==> src/rtl/reg_file.sv <==
// 16 x 8-bit general-purpose register file: two combinational read ports and
// one synchronous write port. Writes are frozen while the CPU is paused.
module reg_file #(
  parameter int DATA_W = 8,
  parameter int ADDR_W = 4
) (
  input  logic              clk,
  input  logic              rst,
  input  logic [ADDR_W-1:0] ra,
  input  logic [ADDR_W-1:0] rb,
  input  logic [ADDR_W-1:0] wa,
  input  logic [DATA_W-1:0] wd,
  input  logic              we,
  input  logic              cpu_paused,
  output logic [DATA_W-1:0] read_a,
  output logic [DATA_W-1:0] read_b
);

  localparam int DEPTH = 2 ** ADDR_W;

  logic [DATA_W-1:0] regs [DEPTH];

  // Reset wins over a write in the same cycle; a pause blocks the write.
  always_ff @(posedge clk) begin
    if (rst) begin
      for (int unsigned i = 0; i < DEPTH; i++) begin
        regs[i] <= '0;
      end
    end else if (we && !cpu_paused) begin
      regs[wa] <= wd;
    end
  end

  // No write-to-read bypass: reads always reflect the stored contents.
  always_comb begin
    read_a = regs[ra];
    read_b = regs[rb];
  end

endmodule

==> config.mk <==
export PLATFORM = sky130hd
export DESIGN_NAME = reg_file
export DESIGN_NICKNAME = d
export VERILOG_FILES = /design/src/rtl/reg_file.sv
export SDC_FILE = /design/constraint.sdc
export NUM_CORES = 1
export LEC_CHECK = 0
export BUFFER_PORTS_ARGS = -buffer_cell sky130_fd_sc_hd__buf_4
export CAP_MARGIN = 20
export CORE_MARGIN = 1
export CORE_UTILIZATION = 59
export DETAILED_ROUTE_END_ITERATION = 8
export PLACE_DENSITY = 0.78
export SETUP_SLACK_MARGIN = 0.2
export SLEW_MARGIN = 20
export SYNTH_ARGS = -nofsm -noshare
export SYNTH_HDL_FRONTEND = slang
export SYNTH_SLANG_ARGS = --single-unit
==> constraint.sdc <==
create_clock -name clk -period 1.55 [get_ports clk]
set_input_delay 0.0775 -clock clk [delete_from_list [all_inputs] [get_ports clk]]
set_output_delay 0.0775 -clock clk [all_outputs]
set_load 0.02 [all_outputs]
== Word-level counts from Yosys, hierarchy flattened ==
Memory sizes are Yosys's and may differ from the RTL's.
Index checks and enable logic that the tools add are counted.
Cells by class
  mux-type cells: 8
  reduce and logical (&&, ||, !) cells: 3
Operators by type and width (count)
  8-bit 2-to-1 mux: 1
  8-bit OR reduction: 1
  1-bit 2-to-1 mux: 6
  4-bit 2-to-1 mux: 1
  1-bit logical AND: 1
  1-bit logical NOT: 1
Storage, ports and cells
  bits in registers: 0
  memory bits (writable): 128
  input bits: 24
  output and inout port bits: 16
  logic and storage cells: 12
  memories kept: 1
Memories
  regs: depth 16, bits a word 8, rd ports 2, clocked after Yosys merged registers in 0, wr ports 16, RTL line 21  | logic [DATA_W-1:0] regs [DEPTH];

== Logic depth before layout (Yosys ltp) ==
  word-level depth: 7
  depth in mapped cells: 5
  depth with buffers taken out: 3

== Least setup slack after synthesis ==
Ideal clock, no wire load.
  path kind: input to register
  start: in rst
  end: mem regs[4][0] (enable)
  setup time: 0.326 ns
  data arrival time: 1.056 ns
  data required time: 1.224 ns
  slack: 0.168 ns
  stages: 4
  path buffers: 1
  path through: buf_2 -> nor4b_2 -> nor2b_1 -> a21o_1
RTL lines
  start: declaration: RTL line 8  | input logic rst,
  end: declaration: RTL line 21

==> results.cfg <==
[run_status]
status = finished, violations left
violations = setup timing

[power]
power_frac_comb_pct = 14.2
ir_drop_mv = 0.783
clockPowerShare_pct = 42.7
p_per_area_nw_per_um2 = 1140
p_int_w = 0.00734
seqPwrFrac_pct = 43.1
p_leak_nw = 2.92
p_sw_share_pct = 23.2
p_total_w = 0.00956
switching_power_w = 0.00222

[synthesis]
yosys_warnings = 0
yosysSeqAreaShare_pct = 56.5
synth_area_um2 = 6810
synth_cell_types = 20
synthCells = 476
syn_avg_cell_area_um2 = 14.3
synth_nets = 500
ys_ff_latch = 128

[cts]
htree_levels = 4
path_clk_slew_ns = 0.05
cts_num_sinks = 128
cts_root_buf = clkbuf_16
clockBufferDepth = 2
numCtsBuffers = 17
cts_tree = done

[floorplanning]
die_w_um = 109
start_util_pct = 61.7
core_um2 = 11000
die-height_um = 109
die-area_um2 = 12000
rows = 38
ios = 40

[layout]
largest_reg_flops = 128
reg.largest.list = regs: 128 flops
nFillCells = 617
syn_to_final_growth_pct = 23.0
antenna_cells = 0
layout-drive-gt1-share_pct = 35.3
top_register = regs
nNetsFinal = 568

[global_routing]
met3_usage_pct = 9.43
grt_start_max_net_pins = 33
grt_pass1_vias = 4790
antenna_found_initial = 0
grt_pass1_wl_um = 28500
grt-ovfl-total = 0
met1_usage_pct = 43.3
gr-max-usage-layer = met2
met2_usage_pct = 56.2
grt_use_total_pct = 34.7

[route]
route.vias.total = 4880
drtIter0Drc = 934
ant_nets = 0
finalWirelength_um = 20000
remaining_drc_errors = 0
wire_per_inst_um = 28.7
firstDrtPassIters = 8
avgViaCountPerCell = 7.01

[worst_setup_path]
path_cells = mux4_2 > a22oi_2 > nand2_1 > buf_6
startpoint_type = flop
slowest_delay_ns = 0.55
crit_slowest_cell = mux4_2
crit_buf_inv = 1
crit_fanout = 2
cp.arrival_ns = 1.89
worst-path-stages = 4
path_delay_family = multiplexers
required_ns = 1.47
worst_setup_path_end_kind = output pin
critPathKind = flop to output pin

[sta]
worst_pin_slew_ns = 1.04
fmax_ghz = 0.508
fin_crit_sh_pct = 127
setup_viol_count_final = 16
layout_min_cycle_time_ns = 1.97
fin_setup_tns_ns = -5.82
hold_viol = 0
fin_ws_ns = -0.420
rsz0062_at_grt = true
slew_viol_final = 0
max-slew-margin-rel_pct = 30.7
whs_ns = 0.0793

[hold_path]
hold_path_end = regs[7][7]$_SDFFCE_PN0P_
min_path_cells = 3
hp-class = primary input to flop
hp-start = wd[7]

[place]
gp_congestion = 0.815
place.port_buffers = 39
dp_hpwl_um = 12100

[job]
maxCapViolCount = 0
## cell families after synthesis
group                  share of synthesized area [%]
AO/OA/AOI/OAI                                   5.29
buffers and inverters                           3.64
flip-flops                                      56.5
multiplexers                                    22.8
AND/OR/NAND/NOR                                 11.8
## per-stage QoR
step / utilization [%] / instance area [um2] / setup slack, ns / cells
after floorplan: - / 6830 / 0.203 / 476
final: 75.9 / 8370 / -0.420 / 696
after global routing: 75.9 / 8370 / -0.476 / 696
after global placement: 69.6 / 7680 / -0.0427 / 665
after CTS: 75.8 / 8360 / -0.415 / 696
after detailed placement: 69.6 / 7680 / -0.0835 / 665
## power groups by stage
stage | clock, W | sequential (W) | combinational, W
CTS | 0.00406 | 0.00411 | 0.00131
finish | 0.00408 | 0.00412 | 0.00136
detailed placement | 0 | 0.00416 | 0.00121
global route | 0.00421 | 0.00413 | 0.00141
global placement | 0 | 0.00413 | 0.00118
floorplan | 0 | 0.00411 | 0.000713
## metal layers
| layer | share of wire (%) | up-vias |
|---|---|---|
| li1 | - | 1964 |
| met5 | 0 | - |
| met2 | 49 | 481 |
| met1 | 34 | 2363 |
| met3 | 13 | 72 |
| met4 | 4.4 | 0 |
## synthesized netlist by cell type
library cell     instances  area [um2]
and2_1                   5        31.3
nand2b_1                 2        12.5
mux4_1                  28         736
buf_4                    2        15.0
a21o_1                  16         120
nor2_1                 131         492
mux4_4                   2        50.1
and4bb_2                 1        12.5
buf_2                   12        60.1
nor2b_1                  6        37.5
clkdlybuf4s25_2          6        60.1
nand2_1                 50         188
clkbuf_1                11        41.3
nor4b_2                  1        15.0
edfxtp_1               128        3840
a22oi_1                 32         240
mux4_2                  34         766
buf_1                    1        3.75
buf_6                    6        67.6
and2b_1                  2        15.0
## cell usage in the layout, fill, tap and decap left out
cell type	synthesis	routed
a21o_1	16	16
a22oi_1	32	11
a22oi_2	0	21
and2_1	5	5
and2b_1	2	2
and4bb_2	1	1
buf_12	0	22
buf_4	2	49
buf_6	6	16
bufinv_16	0	4
clkbuf_1	11	3
clkbuf_16	0	17
clkinv_1	0	2
clkinv_2	0	1
clkinv_4	0	2
clkinvlp_4	0	2
edfxtp_1	128	128
mux4_1	28	9
mux4_2	34	53
mux4_4	2	2
nand2_1	50	47
nand2_2	0	3
nand2b_1	2	2
nor2_1	131	131
nor2b_1	6	4
nor2b_2	0	2
nor4b_2	1	1
## layout make-up
class | instances | area, um2 | area share [%]
multi-input combinational | 310 | 2760 | 33.0
tap | 140 | 175 | 2.09
timing repair buffer | 87 | 988 | 11.8
sequential | 128 | 3840 | 45.9
clock inverter | 11 | 165 | 1.97
clock buffer | 20 | 437 | 5.22
## worst max path at each step
| stage | startpoint | endpoint | slack (ns) |
|---|---|---|---|
| finish | regs[10][6]$_SDFFCE_PN0P_ | read_a[6] | -0.42 |
| global route | regs[8][2]$_SDFFCE_PN0P_ | read_a[2] | -0.48 |
| CTS | regs[3][7]$_SDFFCE_PN0P_ | read_a[7] | -0.42 |
| detailed placement | ra[0] | read_a[1] | -0.08 |
| global placement | ra[0] | read_a[1] | -0.04 |
| floorplan | rst | regs[4][0]$_SDFFCE_PN0P_ | 0.20 |
## timing repair
action / in CTS / in global routing
setup buffers: 0 / 0
resized for setup: 50 / 5
setup endpoints to repair: 16 / 16
hold buffers: 0 / 0
pin swaps: 22 / 4
(Power assumes the default switching activity.)
